**src/rtl/mac_unit_acc.sv**
```systemverilog
// Per-cell MAC for the systolic array: double-buffered weight, 3-stage data pipeline,
// per-sample WS pass-through / OS accumulate, optional saturation with a sticky overflow flag.
module mac_unit_acc #(
  parameter int DATA_WIDTH     = 9,
  parameter int ACC_WIDTH      = 32,
  parameter int LAST_SUM_WIDTH = 0,
  parameter bit SATURATE       = 1'b1
) (
  input  logic                                                     clk,
  input  logic                                                     rst,
  input  logic                                                     enable,
  input  logic signed [DATA_WIDTH-1:0]                             weight_in,
  input  logic                                                     preload_weight,
  input  logic                                                     load_weight,
  input  logic signed [DATA_WIDTH-1:0]                             data_in,
  input  logic                                                     data_valid,
  input  logic                                                     mode,
  input  logic                                                     acc_clear,
  input  logic signed [((LAST_SUM_WIDTH > 0) ? LAST_SUM_WIDTH : 1)-1:0] last_sum,
  output logic signed [ACC_WIDTH-1:0]                              partial_sum,
  output logic                                                     partial_sum_valid,
  output logic                                                     overflow
);

  localparam int PW = 2 * DATA_WIDTH;
  localparam int SW = ACC_WIDTH + 1;
  localparam logic signed [ACC_WIDTH-1:0] ACC_MAX = {1'b0, {(ACC_WIDTH-1){1'b1}}};
  localparam logic signed [ACC_WIDTH-1:0] ACC_MIN = {1'b1, {(ACC_WIDTH-1){1'b0}}};

  if (ACC_WIDTH < 2 * DATA_WIDTH || LAST_SUM_WIDTH > ACC_WIDTH) begin : g_bad_params
    $error("mac_unit_acc: illegal width parameters");
  end

  // Handshake: data_valid marks a sample on data_in (no backpressure; enable=0 stalls the
  // whole pipeline). partial_sum_valid pulses for exactly one enabled cycle per sample.

  logic signed [DATA_WIDTH-1:0] preweight;
  logic signed [DATA_WIDTH-1:0] weight;

  logic signed [DATA_WIDTH-1:0] s1_data;
  logic                         s1_valid;
  logic                         s1_mode;
  logic                         s1_clear;

  logic signed [PW-1:0]         s2_prod;
  logic                         s2_valid;
  logic                         s2_mode;
  logic                         s2_clear;

  logic signed [ACC_WIDTH-1:0]  acc;

  logic signed [SW-1:0]         prod_ext;
  logic signed [SW-1:0]         base_ext;
  logic signed [SW-1:0]         chain_ext;
  logic signed [SW-1:0]         sum;
  logic                         sum_ovf;
  logic signed [ACC_WIDTH-1:0]  result;

  if (LAST_SUM_WIDTH > 0) begin : g_chain
    assign chain_ext = SW'(last_sum);
  end else begin : g_no_chain
    logic unused_last_sum;
    assign unused_last_sum = ^last_sum;
    assign chain_ext       = '0;
  end

  // Weight buffer ignores enable; a simultaneous preload+load moves the old preweight.
  always_ff @(posedge clk) begin
    if (rst) begin
      preweight <= '0;
      weight    <= '0;
    end else begin
      if (load_weight)    weight    <= preweight;
      if (preload_weight) preweight <= weight_in;
    end
  end

  // The sum carries one guard bit so overflow is a disagreement of the top two bits.
  always_comb begin
    prod_ext = SW'(s2_prod);
    base_ext = s2_clear ? '0 : SW'(acc);
    sum      = s2_mode ? (base_ext + prod_ext) : (prod_ext + chain_ext);
    sum_ovf  = sum[SW-1] != sum[SW-2];
    result   = sum[ACC_WIDTH-1:0];
    if (sum_ovf && SATURATE) result = sum[SW-1] ? ACC_MIN : ACC_MAX;
  end

  always_ff @(posedge clk) begin
    if (rst) begin
      s1_data           <= '0;
      s1_valid          <= 1'b0;
      s1_mode           <= 1'b0;
      s1_clear          <= 1'b0;
      s2_prod           <= '0;
      s2_valid          <= 1'b0;
      s2_mode           <= 1'b0;
      s2_clear          <= 1'b0;
      acc               <= '0;
      partial_sum       <= '0;
      partial_sum_valid <= 1'b0;
      overflow          <= 1'b0;
    end else if (enable) begin
      s1_data           <= data_in;
      s1_valid          <= data_valid;
      s1_mode           <= mode;
      s1_clear          <= acc_clear;
      s2_prod           <= PW'(s1_data) * PW'(weight);
      s2_valid          <= s1_valid;
      s2_mode           <= s1_mode;
      s2_clear          <= s1_clear;
      partial_sum_valid <= s2_valid;
      if (s2_valid) begin
        partial_sum <= result;
        if (s2_mode) acc <= result;
      end else if (s2_clear) begin
        acc         <= '0;
        partial_sum <= '0;
      end
      // A fresh overflow wins over the clear carried by the same sample.
      overflow <= (s2_valid & sum_ovf) | (overflow & ~s2_clear);
    end else begin
      partial_sum_valid <= 1'b0;
    end
  end

endmodule
```
**config.mk**
```make
export PLATFORM = sky130hd
export DESIGN_NAME = mac_unit_acc
export DESIGN_NICKNAME = d
export VERILOG_FILES = /design/src/rtl/mac_unit_acc.sv
export SDC_FILE = /design/constraint.sdc
export NUM_CORES = 1
export LEC_CHECK = 0
export BUFFER_PORTS_ARGS = -buffer_cell sky130_fd_sc_hd__clkbuf_2
export CAP_MARGIN = 20
export CORE_MARGIN = 2
export CORE_UTILIZATION = 56
export DETAILED_ROUTE_END_ITERATION = 8
export PLACE_DENSITY = 0.77
export SLEW_MARGIN = 15
export SYNTH_ARGS = -nofsm -noshare
export SYNTH_HDL_FRONTEND = slang
export SYNTH_SLANG_ARGS = --single-unit
```
**constraint.sdc**
```tcl
create_clock -name clk -period 5 [get_ports clk]
set_input_delay 0.75 -clock clk [delete_from_list [all_inputs] [get_ports clk]]
set_output_delay 0.75 -clock clk [all_outputs]
set_load 0.02 [all_outputs]
```
### Word level (Yosys, flattened, before mapping)

Cells that the tools add are included.

* flip-flop bits (word level): 117
* input port bits: 27
* output and inout bits: 34

* $add $sub $neg: 1
* $mul: 1
* equal/unequal tests: 2
* multiplexer cells: 8
* bitwise logic cells: 5
* reductions and logical operators: 4

Operator list (count)
* $mux W32: 6
* $mux W33: 2
* $add A33 B18 Y33: 1
* $mul A9 B9 Y18: 1
* $reduce_and A3 Y1: 1
* $and A1 B1 Y1: 2
* $ne A2 B1 Y1 const B: 1
* $not A1 Y1: 2
* $reduce_and A2 Y1: 1
* $reduce_bool A2 Y1: 1
* $reduce_or A2 Y1: 1
* $ne A1 B1 Y1: 1
* $or A1 B1 Y1: 1

### Logic depth before layout (Yosys ltp)

* depth in word-level cells: 7
* gate-level depth with buffers: 20
* mapped depth without buffers: 19

### Worst setup path before layout

No wires, ideal clock.

* path kind: flip-flop to flip-flop
* from: reg s1_data[5]
* to: reg s2_prod[15]
* setup time: 0.130 ns
* data arrival time: 4.849 ns
* data required time: 4.870 ns
* setup slack: 0.020 ns
* stages on the path, launching flop included: 18
* path buffers: 1
* clock period less this slack: 4.980 ns
* path through: dfxtp_1 > clkbuf_1 > nand2_1 > fa_1 > fa_1 > inv_1 > fa_1 > fa_1 > fa_1 > ha_1 > inv_1 > o21bai_1 > a21oi_1 > o31ai_1 > and4_1 > a2111oi_0 > xor2_1 > o22ai_1

* longest elaborated chain between the ends: 1

RTL lines
* start, declared: RTL line 40 `logic signed [DATA_WIDTH-1:0] s1_data;`
* start signal, assigned: RTL line 103 `s1_data <= data_in;`
* $mul A9 B9 Y18: RTL line 107 `s2_prod <= PW'(s1_data) * PW'(weight);`
* end signal, assigned: RTL line 107
* end, declared: RTL line 45 `logic signed [PW-1:0] s2_prod;`

Every way passes these cells.
A chain may end at the register's enable or synchronous reset.

### Worst setup path in the final report

* from: reg s1_data[3]
* to: reg s2_prod[16]

Same word-level chain as after synthesis.

==> results by stage <==
Outcome:
- The flow ran to the end, and the final reports show no timing, DRC or antenna violations.

Finish:
- Of the cells placed in the final design, the portion with a size suffix greater than 1 is around 18%.
- The antenna diode instance count is 0.
- The area added between synthesis and finish is 13.4%.
- After filler insertion, the fill cell instance count of the layout stands at 1363.
- After the last flow step, the layout net total stands at 1335.
- Measured on the finished design, the core utilization comes to around 65%.

Critical path:
- The peak fanout along the critical path is 4.
- The element type at the critical path start is a register.
- The critical path goes through buf_4 -> and2_1 -> fa_1 -> fa_1 -> inv_1 -> fa_1 -> inv_1 -> fa_1 -> ha_1 -> ha_1 -> a21oi_2 -> o21bai_1 -> a31oi_2 -> o21ai_2 -> o41ai_2 -> nor4b_1 -> a211o_1.
- The required time of the worst setup path is about 5300 ps.
- The most used cell along the critical path is sky130_fd_sc_hd__fa_1.
- The largest single stage delay on the critical path is 540 ps.
- The critical path arrival is 5160 ps.
- The element type at the critical path end is a register.
- The kind of critical path is reg -> reg.
- The master of the slowest instance on the critical path is sky130_fd_sc_hd__fa_1.
- The count of buffer and inverter cells on the critical path is 3.
- The cell family contributing the most delay on the critical path is adder cells.

STA:
- On the final layout, the worst clock skew is roughly 7.2 ps.
- Subtracting the final worst setup slack from the clock period gives 4850 ps.
- The post-route worst setup slack is 153 ps.
- The slew at the pin closest to its max-slew limit is 953 ps.
- Setup violations remaining at the end of the flow were counted as 0.
- The max-slew headroom at the worst pin is 36.3%.
- Timing would allow up to roughly 210 MHz.
- The share of the clock period used by the worst path after layout is 96.9%.
- The max-slew violation count is 0.
- Across all hold checks on the routed design, the worst slack comes to 444 ps.
- The hold violation total from the final report is 0.
- The final setup TNS is 0 ps.

Clock network:
- The clock insertion delay at the later pin of the skew report is roughly 420 ps.
- The clock net in this run drives a total of 117 sinks.
- The maximum clock path buffer count is 2.
- The number of clock buffers inserted by TritonCTS is 17.
- The clock tree from TritonCTS is yes.
- The post-CTS setup-driven buffer insertion count is 0.
- After clock tree synthesis, the clock-pin slew on the worst setup and hold paths is 60 ps.
- The number of levels the H-tree was split into is 4.
- The library cell used as clock root buffer is sky130_fd_sc_hd__clkbuf_16.

Detailed routing:
- For this run, design rule violations remaining after detail routing come to 0.
- The number of routed nets with antenna violations is 0.
- The total routed wirelength is roughly 22 mm.
- The detailed router placed 7851 vias in this run.
- For this run, the detailed router's first-pass iteration total came to 5.
- After the first detailed-routing iteration, the DRC count stood at between 300 and 400.
- After detailed routing, the average wire length per cell comes to 15.7 microns.
- The detail-routed via count per cell is 5.61.

Synth:
- The number of nets produced by synthesis is 1277.
- The main flop type after synthesis is sky130_fd_sc_hd__dfxtp_1.
- sky130_fd_sc_hd__dfxtp_1 takes more of the synthesized area than any other cell.
- Synthesis inferred 117 register bits.
- The most common cell in the synthesized netlist is sky130_fd_sc_hd__nand2_1.
- In this run the mean area of a mapped cell was 8.69 sq um.
- Counting flops with a built-in enable in the synthesized netlist gives 0.
- The async set-reset flop share out of synthesis is 0%.
- The number of warnings printed during yosys synthesis is 0.
- Summing every instance area after synthesis gives 9640 sq um.
- The area fraction of the dominant cell type after synthesis is roughly 24%.
- After synthesis, flip-flops and latches occupy 24.3% of the total area.
- The commonest cells after synthesis are 132 x sky130_fd_sc_hd__nand2_1, 117 x sky130_fd_sc_hd__dfxtp_1, 84 x sky130_fd_sc_hd__nor2_1, 77 x sky130_fd_sc_hd__inv_1, 71 x sky130_fd_sc_hd__fa_1.
- In the post-synthesis netlist, the biggest area contributors are sky130_fd_sc_hd__dfxtp_1 24%, sky130_fd_sc_hd__fa_1 15%, sky130_fd_sc_hd__ha_1 9.1%, sky130_fd_sc_hd__nand2_1 5.1%, sky130_fd_sc_hd__mux2i_1 4.7%.
- The count of mapped cells out of synthesis is 1109.
- The post-synthesis cell type count is 77.

Global route:
- Across every metal layer, demand over resource in global routing totals 25.2%.
- For this run the aggregate overflow at the end of global routing stands at 0.
- The first-pass GRT wire length is 37.3 mm.
- The pin count of the biggest net entering global routing is 58.
- The number of global-route vias before repair is 7902.
- The initial antenna violation count is 0.

Power and ir drop:
- The maximum resistive drop on vdd is 0.000267 V.
- For this design the static power due to leakage is 0.00510 uW.
- Summing internal, switching and leakage power gives 2380 uW.
- The areal power density over the cells is 218 nW/um^2.

Die:
- The vertical die dimension is 135 microns.
- The width of the chip is 135 microns.
- The number of rows created at floorplan is 47.
- The initial core utilization is 57.7%.
- The area of the die is 18300 sq um.
- In this run the count of I/O pins placed on the die edge is 61.
- The core area is 16700 sq um.

Placed design:
- The number of I/O port buffers is a little under 60.
- Once detailed placement completed, the half-perimeter wirelength came to 16.3 mm.
- The worst-case setup slack after placement is -131 ps.
- The congestion estimate from routability-driven global placement came to around 0.9.

Run:
- Max-cap violations in this run came to 0.

Worst hold path:
- In this run the worst hold path is classified as reg -> reg.
## report_power, final
| group | internal (uW) | leakage (uW) | switching, uW |
|---|---|---|---|
| combinational | 112 | 0.00389 | 156 |
| clock | 643 | 0.000259 | 496 |
| sequential | 952 | 0.000953 | 24.6 |
## cells by family after synthesis
logic type                 after synthesis  share of synthesized area [%]
AOI/OAI and AO/OA                      223                           15.9
xor gates and xnor gates                42                           3.82
adders and majority gates              141                           23.8
buffers and inverters                  145                           6.47
DFF                                    117                           24.3
muxes                                   47                           4.91
and+or+nand+nor                        394                           20.7
## cells in the final DEF, fill, tap and decap left out, types with 5 or more instances in the layout
master	count
sky130_fd_sc_hd__nand4_1	8
sky130_fd_sc_hd__a21oi_1	37
sky130_fd_sc_hd__nor2b_1	42
sky130_fd_sc_hd__clkbuf_2	59
sky130_fd_sc_hd__o22ai_1	6
sky130_fd_sc_hd__fa_1	70
sky130_fd_sc_hd__nand3_1	10
sky130_fd_sc_hd__or3_1	7
sky130_fd_sc_hd__buf_4	46
sky130_fd_sc_hd__a31oi_1	7
sky130_fd_sc_hd__inv_6	6
sky130_fd_sc_hd__nor3_1	20
sky130_fd_sc_hd__a21oi_2	5
sky130_fd_sc_hd__o211ai_1	6
sky130_fd_sc_hd__ha_1	69
sky130_fd_sc_hd__dfxtp_2	5
sky130_fd_sc_hd__nand2_1	132
sky130_fd_sc_hd__o31ai_1	5
sky130_fd_sc_hd__clkbuf_16	17
sky130_fd_sc_hd__o21bai_1	8
sky130_fd_sc_hd__xnor2_1	27
sky130_fd_sc_hd__o21ai_1	14
sky130_fd_sc_hd__and2_1	35
sky130_fd_sc_hd__nor2_1	83
sky130_fd_sc_hd__o31ai_2	14
sky130_fd_sc_hd__inv_1	77
sky130_fd_sc_hd__xor2_1	15
sky130_fd_sc_hd__nor3_2	14
sky130_fd_sc_hd__o21ai_0	63
sky130_fd_sc_hd__nand2b_1	10
sky130_fd_sc_hd__dfxtp_1	108
sky130_fd_sc_hd__a21o_1	10
sky130_fd_sc_hd__and3_1	6
sky130_fd_sc_hd__a211oi_1	11
sky130_fd_sc_hd__mux2i_1	45
## final cells by class
cell class	instances	area [sq um]	share of cell area (%)
inverter	77	289	2.64
sequential	117	2360	21.6
tap	220	275	2.52
clock inverter	15	121	1.11
timing repair buffer	107	676	6.18
clock buffer	17	425	3.89
multi-input combinational	847	6780	62.0
## repair_timing
action / 4_1_cts / 5_1_grt
pin swaps: 0 / 4
endpoints found under the hold margin: 0 / 0
setup endpoints to repair: 3 / 3
hold buffers: 0 / 0
resized for setup: 10 / 22
## per-stage QoR
| step | cell area, sq um | cells |
|---|---|---|
| after floorplan | 9640 | 1109 |
| after global placement | 10300 | 1367 |
| after detailed placement | 10300 | 1368 |
| after CTS | 10800 | 1400 |
| after global routing | 10900 | 1400 |
| final | 10900 | 1400 |
## worst min-delay path, delay by kind of cell (launching register included)
family | cells | cell delay (ps)
AOI/OAI and AO/OA | 1 | 50
DFF | 1 | 320
and+or+nand+nor | 1 | 40
## per-layer routing
| layer | global-route usage (%) | wire length, microns | vias to the layer above |
|---|---|---|---|
| met5 | 0 | 0 | - |
| met4 | 7.99 | 350 | 0 |
| met3 | 5.09 | 930 | 38 |
| met2 | 44.7 | 11100 | 156 |
| met1 | 30.8 | 9590 | 3774 |
| li1 | - | - | 3883 |
## final timing paths
kind | from | to | slack (ps) | cells past startpoint
worst min register to register | acc[21] | acc[21] | 440 | 2
worst max register to register | s1_data[3] | s2_prod[16] | 150 | 17
worst min-delay path | acc[21] | acc[21] | 440 | 2
worst max-delay path | s1_data[3] | s2_prod[16] | 150 | 17
## flip-flops by register name, summed over array words and instances, names as in the netlist, 9 cells and up
register,cells
acc,32
weight,9
preweight,9
s1_data,9
partial_sum,32
s2_prod,18
No activity file was read; power rests on OpenSTA's default activity.
